$ cat src/rtl/hc595_chain_tx_pkg.sv
// Shared types and width helpers for the 74HC595 chain driver.
package hc595_chain_tx_pkg;

    typedef enum logic [1:0] {
        ST_IDLE  = 2'd0,
        ST_SHIFT = 2'd1,
        ST_LATCH = 2'd2
    } state_t;

    function automatic int word_w(input int n_chip);
        return 8 * n_chip;
    endfunction

    // Width of a counter holding 0..n-1, never narrower than one bit.
    function automatic int cnt_w(input int n);
        return (n > 1) ? $clog2(n) : 1;
    endfunction

endpackage

$ cat src/rtl/hc595_chain_tx_if.sv
// Word handshake between the display/LED control logic and the 595 chain driver.
interface hc595_chain_tx_if #(
    parameter int W = 16
);
    logic [W-1:0] din;
    logic         din_vld;
    logic         din_rdy;
    logic         busy;
    logic         done;

    modport master (output din, output din_vld, input din_rdy, input busy, input done);
    modport slave  (input din, input din_vld, output din_rdy, output busy, output done);
endinterface

$ cat src/rtl/hc595_chain_tx_tick_gen.sv
// Half-period divider for shcp: pulses tick on the last clk of each phase and
// toggles phase; both held cleared while the driver is idle.
module hc595_chain_tx_tick_gen
    import hc595_chain_tx_pkg::*;
#(
    parameter int DIV_HALF = 4
) (
    input  logic clk,
    input  logic rst_n,
    input  logic en,
    output logic tick,
    output logic phase
);
    localparam int DW = cnt_w(DIV_HALF);

    logic [DW-1:0] div;

    assign tick = en && (div == DW'(DIV_HALF - 1));

    always_ff @(posedge clk or negedge rst_n) begin
        if (!rst_n) begin
            div   <= '0;
            phase <= 1'b0;
        end else if (!en) begin
            div   <= '0;
            phase <= 1'b0;
        end else begin
            div <= tick ? '0 : div + DW'(1);
            if (tick) begin
                phase <= !phase;
            end
        end
    end

endmodule

$ cat src/rtl/hc595_chain_tx.sv
// Serial driver for a daisy chain of N_CHIP 74HC595s: shifts a W-bit word out
// on ds/shcp, latches it with a single stcp pulse and manages oe_n.
module hc595_chain_tx
    import hc595_chain_tx_pkg::*;
#(
    parameter int N_CHIP    = 2,
    parameter int DIV_HALF  = 4,
    parameter bit MSB_FIRST = 1'b1
) (
    input  logic            clk,
    input  logic            rst_n,
    hc595_chain_tx_if.slave bus,
    output logic            shcp,
    output logic            stcp,
    output logic            ds,
    output logic            oe_n
);
    localparam int W  = word_w(N_CHIP);
    localparam int BW = $clog2(W) + 1;

    state_t        state;
    state_t        state_nxt;
    logic          run;
    logic          tick;
    logic          phase;
    logic          accept;
    logic          bit_end;
    logic          last_bit;
    logic          latch_end;
    logic [BW-1:0] bit_cnt;
    logic [W-1:0]  din_ord;
    logic [W-1:0]  shreg;
    logic          done_q;
    logic          oe_n_q;

    hc595_chain_tx_tick_gen #(
        .DIV_HALF(DIV_HALF)
    ) u_tick (
        .clk   (clk),
        .rst_n (rst_n),
        .en    (run),
        .tick  (tick),
        .phase (phase)
    );

    assign run       = (state != ST_IDLE);
    assign accept    = bus.din_vld && bus.din_rdy;
    assign bit_end   = (state == ST_SHIFT) && tick && phase;
    assign last_bit  = (bit_cnt == BW'(W - 1));
    assign latch_end = (state == ST_LATCH) && tick;

    // The shift register always sends its top bit first, so LSB-first words are
    // mirrored on load.
    always_comb begin
        din_ord = bus.din;
        if (!MSB_FIRST) begin
            for (int i = 0; i < W; i++) begin
                din_ord[i] = bus.din[W-1-i];
            end
        end
    end

    always_ff @(posedge clk or negedge rst_n) begin
        if (!rst_n) begin
            state <= ST_IDLE;
        end else begin
            state <= state_nxt;
        end
    end

    always_comb begin
        state_nxt   = state;
        bus.din_rdy = 1'b0;
        shcp        = 1'b0;
        stcp        = 1'b0;
        ds          = 1'b0;
        unique case (state)
            ST_IDLE: begin
                bus.din_rdy = 1'b1;
                if (bus.din_vld) begin
                    state_nxt = ST_SHIFT;
                end
            end
            ST_SHIFT: begin
                shcp = phase;
                ds   = shreg[W-1];
                if (bit_end && last_bit) begin
                    state_nxt = ST_LATCH;
                end
            end
            ST_LATCH: begin
                stcp = 1'b1;
                ds   = shreg[W-1];
                if (tick) begin
                    state_nxt = ST_IDLE;
                end
            end
            default: state_nxt = ST_IDLE;
        endcase
    end

    // The last bit is not shifted away so ds keeps it through the latch phase.
    always_ff @(posedge clk) begin
        if (accept) begin
            shreg <= din_ord;
        end else if (bit_end && !last_bit) begin
            shreg <= {shreg[W-2:0], 1'b0};
        end
    end

    always_ff @(posedge clk or negedge rst_n) begin
        if (!rst_n) begin
            bit_cnt <= '0;
        end else if (!run) begin
            bit_cnt <= '0;
        end else if (bit_end && !last_bit) begin
            bit_cnt <= bit_cnt + BW'(1);
        end
    end

    // Outputs stay disabled until a complete word has been latched.
    always_ff @(posedge clk or negedge rst_n) begin
        if (!rst_n) begin
            done_q <= 1'b0;
            oe_n_q <= 1'b1;
        end else begin
            done_q <= latch_end;
            if (latch_end) begin
                oe_n_q <= 1'b0;
            end
        end
    end

    assign bus.busy = !bus.din_rdy;
    assign bus.done = done_q;
    assign oe_n     = oe_n_q;

endmodule
$ cat src/flat_wrapper.sv
// flat-port wrapper written by rule: the top's interface ports become plain ports
module hc595_chain_tx_flat import hc595_chain_tx_pkg::*;
#(
    parameter int N_CHIP    = 2,
    parameter int DIV_HALF  = 4,
    parameter bit MSB_FIRST = 1'b1
)
  (clk, rst_n, shcp, stcp, ds, oe_n, bus_din, bus_din_vld, bus_din_rdy, bus_busy, bus_done);
  hc595_chain_tx_if bus_i ();
  input  logic clk;
  input  logic rst_n;
  output logic shcp;
  output logic stcp;
  output logic ds;
  output logic oe_n;
  input wire logic [$bits(bus_i.din)-1:0] bus_din;
  input wire logic [$bits(bus_i.din_vld)-1:0] bus_din_vld;
  output wire logic [$bits(bus_i.din_rdy)-1:0] bus_din_rdy;
  output wire logic [$bits(bus_i.busy)-1:0] bus_busy;
  output wire logic [$bits(bus_i.done)-1:0] bus_done;
  assign bus_i.din = bus_din;
  assign bus_i.din_vld = bus_din_vld;
  assign bus_din_rdy = bus_i.din_rdy;
  assign bus_busy = bus_i.busy;
  assign bus_done = bus_i.done;
  hc595_chain_tx #(.N_CHIP(N_CHIP), .DIV_HALF(DIV_HALF), .MSB_FIRST(MSB_FIRST)) u_core (.clk(clk), .rst_n(rst_n), .bus(bus_i), .shcp(shcp), .stcp(stcp), .ds(ds), .oe_n(oe_n));
endmodule
$ cat config.mk
export PLATFORM = sky130hd
export DESIGN_NAME = hc595_chain_tx_flat
export DESIGN_NICKNAME = d
export VERILOG_FILES = /design/src/rtl/hc595_chain_tx_pkg.sv /design/src/rtl/hc595_chain_tx_if.sv /design/src/rtl/hc595_chain_tx_tick_gen.sv /design/src/rtl/hc595_chain_tx.sv /design/src/flat_wrapper.sv
export SDC_FILE = /design/constraint.sdc
export NUM_CORES = 1
export LEC_CHECK = 0
export CAP_MARGIN = 25
export CORE_MARGIN = 2
export CORE_UTILIZATION = 60
export DETAILED_ROUTE_END_ITERATION = 8
export DONT_BUFFER_PORTS = 1
export GPL_ROUTABILITY_DRIVEN = 1
export PLACE_DENSITY = 0.82
export SKIP_LAST_GASP = 1
export SYNTH_ARGS = -nofsm -noshare
export SYNTH_HDL_FRONTEND = slang
export SYNTH_HIERARCHICAL = 1
export SYNTH_SLANG_ARGS = --single-unit
$ cat constraint.sdc
create_clock -name clk -period 2.8 [get_ports clk]
set_input_delay 0.28 -clock clk [delete_from_list [all_inputs] [get_ports clk]]
set_output_delay 0.28 -clock clk [all_outputs]
set_load 0.02 [all_outputs]
==> results of run 1 <==
## path summary, 6_finish.rpt
kind	slack (ns)	startpoint	endpoint	cells past startpoint
worst max-delay path	0.53	u_core/state[0]	u_core/shreg[3]	6
worst min-delay path	0.17	bus_din[15]	u_core/shreg[15]	1
worst max register to register	0.53	u_core/state[0]	u_core/shreg[3]	6
worst min register to register	0.45	u_core/u_tick/div[0]	u_core/u_tick/div[0]	1
max in group asynchronous	2.08	rst_n	u_core/oe_n	1
min in group asynchronous	0.36	rst_n	u_core/bit_cnt[2]	1
## logic make-up (layout without fill, tap and decap cells)
group           Yosys count  in the layout  synth area share [%]
compound gates            7              7                 3.254
buf+inv                   9             13                 2.776
mux                      17             17                 14.64
fa+ha+maj                 8              8                 7.656
flops                    28             28                 59.81
xor+xnor                  2              2                 1.340
simple gates             22             22                 10.53
## metal layers
metal / routed length [um] / up-vias / share of wire, % / track usage (%)
met5: 0 / - / 0 / 0
met4: 10 / 0 / 0.52 / 4.054
met3: 124 / 3 / 6.4 / 6.250
met2: 946 / 19 / 49 / 29.39
met1: 849 / 341 / 44 / 22.00
li1: - / 345 / - / -
## area by class of cell
type | instances | area, um^2
Tap cell | 27 | 33.78
Clock inverter | 1 | 30.03
Multi-Input combinational cell | 56 | 489.2
Inverter | 7 | 26.28
Fill cell | 130 | 600.6
Timing Repair Buffer | 2 | 17.52
Sequential cell | 28 | 782.0
Clock buffer | 3 | 22.52
## placed cells by master, fill, tap and decap left out
cell and n:
sky130_fd_sc_hd__and4b_2 1, sky130_fd_sc_hd__buf_4 1, sky130_fd_sc_hd__ha_1 8, sky130_fd_sc_hd__clkbuf_4 3, sky130_fd_sc_hd__and3b_2 1, sky130_fd_sc_hd__xor2_1 1, sky130_fd_sc_hd__a222oi_1 1, sky130_fd_sc_hd__and2_1 3
sky130_fd_sc_hd__dfrtp_1 11, sky130_fd_sc_hd__o21ai_0 2, sky130_fd_sc_hd__and3_1 2, sky130_fd_sc_hd__mux2_2 17, sky130_fd_sc_hd__or3_1 2, sky130_fd_sc_hd__a211oi_1 1, sky130_fd_sc_hd__inv_1 7, sky130_fd_sc_hd__dlygate4sd3_1 1
sky130_fd_sc_hd__bufinv_16 1, sky130_fd_sc_hd__and2_2 2, sky130_fd_sc_hd__nand2_2 1, sky130_fd_sc_hd__edfxtp_1 16, sky130_fd_sc_hd__xnor2_1 1, sky130_fd_sc_hd__dfstp_2 1, sky130_fd_sc_hd__nor2_1 2, sky130_fd_sc_hd__nor3b_1 1
sky130_fd_sc_hd__nand3_1 2, sky130_fd_sc_hd__nor2b_1 1, sky130_fd_sc_hd__nand2_1 3, sky130_fd_sc_hd__a21oi_1 3, sky130_fd_sc_hd__nand4b_1 1
## metrics by stage
| stage | util, % | area [um^2] | std cells | setup WS, ns |
|---|---|---|---|---|
| finish | 70.00 | 1401 | 124 | 0.5293 |
| global route | 70.00 | 1401 | 124 | 0.3335 |
| CTS | 70.00 | 1401 | 124 | 0.5002 |
| detailed placement | 66.88 | 1339 | 119 | 0.5375 |
| global placement | 66.88 | 1339 | 119 | 0.6340 |
| floorplan | - | 1308 | 93 | 0.5427 |
## worst max-delay path, stage by stage (launching register included)
cell	delay [ns]
sky130_fd_sc_hd__dfrtp_1	0.41
sky130_fd_sc_hd__inv_1	0.09
sky130_fd_sc_hd__ha_1	0.21
sky130_fd_sc_hd__inv_1	0.21
sky130_fd_sc_hd__and2_2	0.24
sky130_fd_sc_hd__nand4b_1	0.20
sky130_fd_sc_hd__nand2_1	0.56
## state kept, by name, summed over array words and instances, names as in the netlist
| name | count |
|---|---|
| u_core/bit_cnt | 5 |
| u_core/bus.done | 1 |
| u_core/oe_n | 1 |
| u_core/shreg | 16 |
| u_core/state | 2 |
| u_core/u_tick/div | 2 |
| u_core/u_tick/phase | 1 |
## cell usage after synthesis
| master | instances |
|---|---|
| sky130_fd_sc_hd__and3b_2 | 1 |
| sky130_fd_sc_hd__dfstp_2 | 1 |
| sky130_fd_sc_hd__mux2_2 | 17 |
| sky130_fd_sc_hd__buf_2 | 2 |
| sky130_fd_sc_hd__and2_2 | 2 |
| sky130_fd_sc_hd__dfrtp_1 | 11 |
| sky130_fd_sc_hd__a222oi_1 | 1 |
| sky130_fd_sc_hd__xor2_1 | 1 |
| sky130_fd_sc_hd__and2_1 | 3 |
| sky130_fd_sc_hd__or3_1 | 2 |
| sky130_fd_sc_hd__a211oi_1 | 1 |
| sky130_fd_sc_hd__nor2b_1 | 1 |
| sky130_fd_sc_hd__edfxtp_1 | 16 |
| sky130_fd_sc_hd__ha_1 | 8 |
| sky130_fd_sc_hd__and3_1 | 2 |
| sky130_fd_sc_hd__nand2_2 | 1 |
| sky130_fd_sc_hd__nand4b_1 | 1 |
| sky130_fd_sc_hd__nand3_1 | 2 |
| sky130_fd_sc_hd__a21oi_1 | 3 |
| sky130_fd_sc_hd__nand2_1 | 3 |
| sky130_fd_sc_hd__nor2_1 | 2 |
| sky130_fd_sc_hd__nor3b_1 | 1 |
| sky130_fd_sc_hd__inv_1 | 7 |
| sky130_fd_sc_hd__o21ai_0 | 2 |
| sky130_fd_sc_hd__xnor2_1 | 1 |
| sky130_fd_sc_hd__and4b_2 | 1 |
## report_power, final
part / total, mW / switching [mW] / internal [mW]
registers: 0.615 / 0.0435 / 0.572
logic: 0.409 / 0.228 / 0.180
clock network: 0.257 / 0.112 / 0.145
total: 1.28 / 0.384 / 0.897
==> results.txt, run 1 <==
----------------------------------------------------
[Floorplan]
  Starting utilization of the core area ... 65.31%
  Row count ... 16
  # IOs ... 26
  Total die area ... 0.002568 mm^2
  Floorplan die width ... 50.68 um
  DIE HEIGHT ... a little over 50 um
  Area of the core ... about 0.002 mm^2

[Route]
  Detailed-routing iteration count for the pre-antenna-repair pass ... 6
  Remaining design rule violation count ... 0
  Total via count in the routed design ... between 700 and 800
  Post-route ant nets ... 0
  Average wire per standard cell ... 15.57 um
  Aggregate routed wire length ... 1931 um
  DR iter-0 viols ... 5
  Routed vias/inst ... approximately 5.7

[Pwr]
  Leak pwr ... 0.5738 nW
  Worst IR Drop VDD ... 543.5 uV
  P per Cell Area ... 913.9 mW/mm^2
  Total Power Consumption ... approximately 1.3 mW

[Timing]
  Setup violation total in the final timing report ... 0
  Number of endpoints with negative hold slack in the final report ... 0
  Final-layout setup total negative slack ... 0 ns
  Maximum achievable frequency ... 440.4 MHz
  RSZ-0062 raised after global routing ... false
  Worst setup skew after layout ... 0.001804 ns
  Clock period minus worst slack ... ~2.3 ns
  Period utilization ... between 80% and 90%
  Final Max Tran Viols ... 0
  Post-Route Hold Slack ... 0.1665 ns
  Slew of the pin with the lowest slew margin ... 0.6407 ns
  Relative slew slack ... 57.18%

[Yosys]
  Synthesized area per cell ... 14.06 um^2
  Synth Cell Area ... between 0.001 and 0.0015 mm^2
  Seq/Total Area, Yosys ... 59.81%
  Post-synth top area share ... 36.75%
  Number of distinct standard cells referenced by the synthesized netlist ... 26
  Synthesized Nets ... 120
  Seq cells post-synth ... 28
  Cells after Synth ... 93
  Largest area contributor in the netlist ... sky130_fd_sc_hd__edfxtp_1
  Ranking of synthesized cells by area ... sky130_fd_sc_hd__edfxtp_1 37%, sky130_fd_sc_hd__dfrtp_1 21%, sky130_fd_sc_hd__mux2_2 15%
  Yosys synthesis warning count ... 6

[Setup path]
  Worst Path Required ... 2.78 ns
  Top fanout value on the critical path ... 16
  Worst setup path class ... register to register
  Type of element capturing the critical path ... register
  Launching element type of the critical path ... register
  CP arrival ... 2.25 ns

[GRT]
  Sum of overflow across all layers after global routing ... 0
  Vias in the first global route ... 711
  Number of antenna violations at the first check in global routing ... 0
  First-pass GRT wire length ... around 3300 um
  Global-route usage over all layers ... 17.61%
  Maximum number of pins on one net before global-route repair ... 17

[Place]
  Final Wtd Congestion ... 0.7047
  Number of input and output port buffers inserted ... 0
  Post-detailed-placement half-perimeter wirelength ... ~1400 um

[Clock network]
  CTS tree ... yes
  Number of gates resized after CTS ... 0
  Number of buffers created by CTS ... 3
  Setup repair bufs after CTS ... 0
  Clock Pin Slew Worst Setup and Hold Paths ... 0.14 ns
  Hold buffer count at cts ... 1
  Maximum count of clock buffers along a single path ... 2
  Clk sink count ... 28
  Clk Latency, worst-skew pair ... ~0.32 ns
  Clock Root Buffer ... sky130_fd_sc_hd__clkbuf_4
  H-tree level count ... 1

[Final layout]
  Signed area change from the synthesized netlist to the final layout ... 7.177%
  Proportion of layout cells with a drive suffix above 1 ... 28.87%
  Number of nets in the layout ... around 130
  Number of diodes added for antenna fixing ... 0

[Worst hold path]
  Worst hold path class ... input port to register

[Status]
  Status ... completed

[Job]
  Max cap viols ... 0

----------------------------------------------------
(Power assumes the default switching activity.)
==> run 2, diff against run 1 <==
--- a/config.mk
+++ b/config.mk
@@ -7,11 +7,11 @@
 export LEC_CHECK = 0
 export CAP_MARGIN = 25
 export CORE_MARGIN = 2
-export CORE_UTILIZATION = 60
+export CORE_UTILIZATION = 55
 export DETAILED_ROUTE_END_ITERATION = 8
 export DONT_BUFFER_PORTS = 1
 export GPL_ROUTABILITY_DRIVEN = 1
-export PLACE_DENSITY = 0.82
+export PLACE_DENSITY = 0.79
 export SKIP_LAST_GASP = 1
 export SYNTH_ARGS = -nofsm -noshare
 export SYNTH_HDL_FRONTEND = slang
==> constraint.sdc (replaced) <==
create_clock -name clk -period 1.97 [get_ports clk]
set_input_delay 0.197 -clock clk [delete_from_list [all_inputs] [get_ports clk]]
set_output_delay 0.197 -clock clk [all_outputs]
set_load 0.02 [all_outputs]
==> results.txt, run 2 (synthesis gave the netlist of run 1 again) <==
----------------------------------------------------
[Pwr]
  Worst IR Drop VDD ... 771.8 uV
  Cell-internal power ... about 1.3 mW
  Combinational share of power ... 35.7%
  Seq pwr share ... between 40% and 50%
  Power share of the clock group ... 19.0%
  Leak pwr ... between 0.5 and 0.6 nW
  P per Cell Area ... 1316 mW/mm^2
  Switching component of the power ... 0.5931 mW
  Switch share ... 30.63%

[Timing]
  Worst setup skew after layout ... 0.001380 ns
  RSZ-0062 raised after global routing ... true
  Period utilization ... 94.99%
  Relative slew slack ... a little under two thirds
  Maximum achievable frequency ... between 500 and 600 MHz
  Post-Route Hold Slack ... between 0.08 and 0.09 ns
  Number of endpoints with negative hold slack in the final report ... 0
  Slew of the pin with the lowest slew margin ... 0.5472 ns
  Setup violation total in the final timing report ... 0
  Final Max Tran Viols ... 0
  Final-layout setup total negative slack ... 0 ns
  Clock period minus worst slack ... between 1.5 and 2 ns

[Route]
  DR iter-0 viols ... 20
  Aggregate routed wire length ... 2135 um
  Average wire per standard cell ... 16.55 um
  Post-route ant nets ... 0
  Remaining design rule violation count ... 0
  Detailed-routing iteration count for the pre-antenna-repair pass ... 4
  Routed vias/inst ... 5.783
  Total via count in the routed design ... about 750

[Final layout]
  Top register by number of flip-flops ... u_core/shreg
  Number of flip-flops under the largest register name ... 16
  Number of diodes added for antenna fixing ... 0
  Top library cells by usage in the layout, fill and taps aside ... 17 x sky130_fd_sc_hd__mux2_2, 16 x sky130_fd_sc_hd__edfxtp_1, 11 x sky130_fd_sc_hd__dfrtp_1
  Most common library cell in the layout ignoring fill and taps ... sky130_fd_sc_hd__mux2_2
  Proportion of layout cells with a drive suffix above 1 ... 38.61%
  Biggest regs ... u_core/shreg x16, u_core/bit_cnt x5
  Number of nets in the layout ... 129
  Signed area change from the synthesized netlist to the final layout ... 12.54%

[Place]
  Final Wtd Congestion ... 0.7816
  Post-detailed-placement half-perimeter wirelength ... between 1500 and 2000 um
  Number of input and output port buffers inserted ... 0

[Setup path]
  Worst setup path class ... register to register
  Type of element capturing the critical path ... register
  Launching element type of the critical path ... register
  Worst Path Required ... 2.24 ns
  Top fanout value on the critical path ... 6
  CP arrival ... roughly 2.1 ns

[GRT]
  Sum of overflow across all layers after global routing ... 0
  First-pass GRT wire length ... 3346 um
  Maximum number of pins on one net before global-route repair ... 17
  Number of antenna violations at the first check in global routing ... 0
  Global-route usage over all layers ... 17.61%
  Vias in the first global route ... 736

[Floorplan]
  Total die area ... 0.002783 mm^2
  DIE HEIGHT ... 52.76 um
  Floorplan die width ... between 50 and 60 um
  Area of the core ... approximately 0.0022 mm^2
  Starting utilization of the core area ... about 60%
  Row count ... 17
  # IOs ... 26

[Clock network]
  Clock Root Buffer ... sky130_fd_sc_hd__clkbuf_4
  Maximum count of clock buffers along a single path ... 2
  Clock Pin Slew Worst Setup and Hold Paths ... 0.14 ns
  H-tree level count ... 1
  Number of buffers created by CTS ... 3
  CTS tree ... yes
  Clk Latency, worst-skew pair ... 0.32 ns
  Clk sink count ... 28

[Job]
  Max cap viols ... 0

[Worst hold path]
  Worst hold path class ... input port to register

[Status]
  Status ... completed

----------------------------------------------------
[run 2: timing repair]
| action | CTS | global route |
|---|---|---|
| gates resized for setup | 0 | 3 |
| setup buffers | 0 | 1 |
| setup endpoints to repair | 0 | 18 |
| endpoints found under the hold margin | 12 | 0 |
| hold buffers | 1 | 0 |
[run 2: metal layers]
| layer | GRT usage (%) | wire length, um |
|---|---|---|
| met1 | 20.98 | 894 |
| met2 | 30.21 | 1105 |
| met3 | 4.857 | 120 |
| met4 | 6.410 | 14 |
| met5 | 0 | 0 |
[run 2: power by group through the flow]
stage	logic [mW]	registers [mW]	clock network [mW]
detailed placement	0.692	0.891	0
finish	0.691	0.878	0.367
global route	0.758	0.893	0.400
CTS	0.702	0.880	0.374
floorplan	0.538	0.869	0
global placement	0.657	0.880	0
[run 2: critical path, cell delays in order (launching register included)]
cell and delay [ns]:
sky130_fd_sc_hd__dfrtp_1 0.43, sky130_fd_sc_hd__ha_2 0.19, sky130_fd_sc_hd__and3_1 0.18, sky130_fd_sc_hd__ha_2 0.18, sky130_fd_sc_hd__nand4b_1 0.29, sky130_fd_sc_hd__or3_1 0.43
sky130_fd_sc_hd__a21oi_2 0.11
[run 2: path summary, 6_finish.rpt]
kind                                 startpoint                    to  slack [ns]  cells after the start
max reg2reg                   u_core/bit_cnt[0]     u_core/bit_cnt[2]         0.1                      6
min reg2reg                u_core/u_tick/div[0]  u_core/u_tick/div[0]        0.45                      1
max                           u_core/bit_cnt[0]     u_core/bit_cnt[2]         0.1                      6
max in group asynchronous                 rst_n           u_core/oe_n        1.33                      1
min                                 bus_din[12]      u_core/shreg[12]        0.08                      1
min in group asynchronous                 rst_n       u_core/state[0]        0.28                      1
[run 2: layout make-up]
type / instances / area, um^2
clock buffer: 3 / 22.52
tap: 28 / 35.03
timing repair buffer: 6 / 60.06
sequential: 28 / 782.0
inverter: 7 / 28.78
fill: 175 / 762.0
multi-input combinational: 56 / 513.0
clock inverter: 1 / 30.03
[run 2: stage by stage]
stage | std cells | util (%) | setup WS, ns | area (um^2) | power [mW]
6_report | 129 | 65.88 | 0.09870 | 1471 | 1.937
4_1_cts | 128 | 65.15 | 0.008668 | 1455 | 1.956
3_3_place_gp | 123 | 62.35 | 0.1461 | 1393 | 1.538
3_5_place_dp | 123 | 62.35 | 0.03707 | 1393 | 1.583
2_1_floorplan | 93 | - | 0.01735 | 1328 | 1.406
5_1_grt | 129 | 65.88 | 0.009331 | 1471 | 2.050
==> run 3, diff against run 2 <==
--- a/config.mk
+++ b/config.mk
@@ -6,13 +6,15 @@
 export NUM_CORES = 1
 export LEC_CHECK = 0
 export CAP_MARGIN = 25
+export CORE_ASPECT_RATIO = 2
 export CORE_MARGIN = 2
-export CORE_UTILIZATION = 55
+export CORE_UTILIZATION = 35
 export DETAILED_ROUTE_END_ITERATION = 8
 export DONT_BUFFER_PORTS = 1
 export GPL_ROUTABILITY_DRIVEN = 1
-export PLACE_DENSITY = 0.79
+export PLACE_DENSITY = 0.57
 export SKIP_LAST_GASP = 1
+export SLEW_MARGIN = 20
 export SYNTH_ARGS = -nofsm -noshare
 export SYNTH_HDL_FRONTEND = slang
 export SYNTH_HIERARCHICAL = 1
==> results.txt, run 3 (synthesis gave the netlist of run 1 again) <==
----------------------------------------------------
[Timing]
  Maximum achievable frequency ... roughly 520 MHz
  Relative slew slack ... 62.94%
  Worst setup skew after layout ... roughly 0.0024 ns
  Setup slack after layout ... 0.06312 ns
  Clock period minus worst slack ... 1.907 ns
  RSZ-0062 raised after global routing ... false
  Setup violation total in the final timing report ... 0
  Slew of the pin with the lowest slew margin ... 0.5540 ns
  Period utilization ... approximately 97%
  Final Max Tran Viols ... 0
  Final-layout setup total negative slack ... 0 ns
  Post-Route Hold Slack ... 0.1436 ns
  Number of endpoints with negative hold slack in the final report ... 0

[Final layout]
  Final design utilization ... 42.28%
  Top register by number of flip-flops ... u_core/shreg
  Number of nets in the layout ... 133
  Fin area ... 0.001525 mm^2
  Post-route insts no fill ... 154
  Number of diodes added for antenna fixing ... 0
  Proportion of layout cells with a drive suffix above 1 ... roughly two fifths
  Biggest regs ... u_core/shreg x16, u_core/bit_cnt x5
  Number of flip-flops under the largest register name ... 16
  Signed area change from the synthesized netlist to the final layout ... 16.65%
  Top library cells by usage in the layout, fill and taps aside ... 17 x sky130_fd_sc_hd__mux2_2, 16 x sky130_fd_sc_hd__edfxtp_1, 11 x sky130_fd_sc_hd__dfrtp_1
  Fill cells ... 353
  Most common library cell in the layout ignoring fill and taps ... sky130_fd_sc_hd__mux2_2

[GRT]
  Busiest metal layer after global routing ... met2
  Number of antenna violations at the first check in global routing ... 0
  Grt met2 use ... between 20% and 30%
  First-pass GRT wire length ... 3643 um
  Met3 track utilization from global routing ... 3.000%
  Met1 layer usage reported by global route ... 11.42%
  Vias in the first global route ... roughly 840
  Maximum number of pins on one net before global-route repair ... 17
  Global-route usage over all layers ... 11.79%
  Sum of overflow across all layers after global routing ... 0

[Pwr]
  Worst IR Drop VDD ... slightly above 700 uV
  Power share of the clock group ... 15.9%
  Combinational share of power ... a little under two fifths
  Cell-internal power ... approximately 1.3 mW
  Leak pwr ... 0.6084 nW
  Total Power Consumption ... between 1.5 and 2 mW
  Switch share ... between 30% and 40%
  Switching component of the power ... 0.6109 mW
  P per Cell Area ... around 1300 mW/mm^2
  Seq pwr share ... 45.9%

[Setup path]
  Buffering stage count on the worst path with inverters included ... 3
  CP max stage cell ... sky130_fd_sc_hd__a222oi_1
  Worst Path Required ... 2.13 ns
  Series of cell instances along the critical path ... inv_2 > ha_4 > inv_4 > and2_2 > inv_1 > a222oi_1 > mux2_2
  Launching element type of the critical path ... register
  Launch instance of the worst register-to-register path ... u_core/state[0]
  Cell family contributing the most delay on the critical path ... compound AO/OA/AOI/OAI gates
  Capturing point of the worst reg2reg path ... u_core/state[1]
  Depth of the worst register-to-register path ... 7
  Worst setup path class ... register to register
  Type of element capturing the critical path ... register
  CP max stage delay ... 0.48 ns
  FF-to-FF setup slack ... around 0.063 ns
  CP arrival ... between 2 and 2.5 ns
  Top fanout value on the critical path ... 5

[Clock network]
  Number of buffers created by CTS ... 3
  Clock Pin Slew Worst Setup and Hold Paths ... 0.09 ns
  Clock Root Buffer ... sky130_fd_sc_hd__clkbuf_8
  Maximum count of clock buffers along a single path ... 2
  Clk sink count ... 28
  H-tree level count ... 1
  CTS tree ... yes
  Clk Latency, worst-skew pair ... 0.27 ns

[Status]
  Status ... completed

[Worst hold path]
  Cells on Worst Hold Path ... 1
  Startpoint of the lowest-slack hold path ... bus_din[1]
  Worst hold path class ... input port to register
  Hold path endpoint ... u_core/shreg[1]

[Floorplan]
  DIE HEIGHT ... about 90 um
  Area of the core ... between 0.003 and 0.004 mm^2
  Starting utilization of the core area ... 36.25%
  # IOs ... 26
  Row count ... 31
  Total die area ... 0.004270 mm^2
  Floorplan die width ... 47.22 um

[Route]
  DR iter-0 viols ... 15
  Detailed-routing iteration count for the pre-antenna-repair pass ... 4
  Total via count in the routed design ... 754
  Post-route ant nets ... 0
  Routed vias/inst ... around 5
  Remaining design rule violation count ... 0
  Average wire per standard cell ... about 15 um
  Aggregate routed wire length ... 2331 um

[Place]
  Number of input and output port buffers inserted ... 0
  Placement Cell Area ... 0.001426 mm^2
  Post-detailed-placement half-perimeter wirelength ... ~1800 um
  Number of instances in the placed design ... roughly 150
  Final Wtd Congestion ... 0.6856
  Post-placement worst setup slack ... -0.05412 ns

[Job]
  Max cap viols ... 0

----------------------------------------------------
==> run 3: what timing repair did <==
action                                  CTS  global route
buffers inserted                          2             2
pin swaps                                 1             4
hold endpoints to repair                 12             0
gates resized for setup                   3             4
endpoints found under the setup margin   18            20
hold buffers                              1             0
==> run 3: power by group through the flow <==
stage          sequential, mW  clock (mW)  combinational (mW)
5_1_grt                 0.897       0.336               0.804
6_report                0.880       0.305               0.732
2_1_floorplan           0.869           0               0.538
3_5_place_dp            0.897           0               0.719
4_1_cts                 0.883       0.317               0.734
3_3_place_gp            0.884           0               0.687
==> run 3: metal layers <==
metal / vias to the layer above / routed length [um]
met4: 0 / 24
met1: 370 / 827
li1: 357 / -
met2: 25 / 1318
met3: 2 / 161
met5: - / 0
==> run 3: area by class of cell <==
cell class / count / area [um^2] / area share [%]
Clock buffer: 3 / 41.29 / 2.707
Tap cell: 49 / 61.31 / 4.020
Multi-Input combinational cell: 56 / 518.0 / 33.96
Sequential cell: 28 / 782.0 / 51.27
Timing Repair Buffer: 10 / 90.09 / 5.906
Inverter: 7 / 28.78 / 1.887
Clock inverter: 1 / 3.754 / 0.2461
==> run 3: how the worst max path moves through the flow <==
stage / startpoint / to / slack [ns] / cells past startpoint
global route: u_core/state[0] / u_core/state[1] / 0.007 / 7
finish: u_core/state[0] / u_core/state[1] / 0.06 / 7
CTS: u_core/bit_cnt[0] / u_core/bit_cnt[2] / 0.02 / 6
floorplan: u_core/state[0] / u_core/state[0] / 0.02 / 8
detailed placement: u_core/bit_cnt[0] / u_core/shreg[3] / -0.05 / 6
global placement: u_core/bit_cnt[0] / u_core/shreg[4] / 0.01 / 6
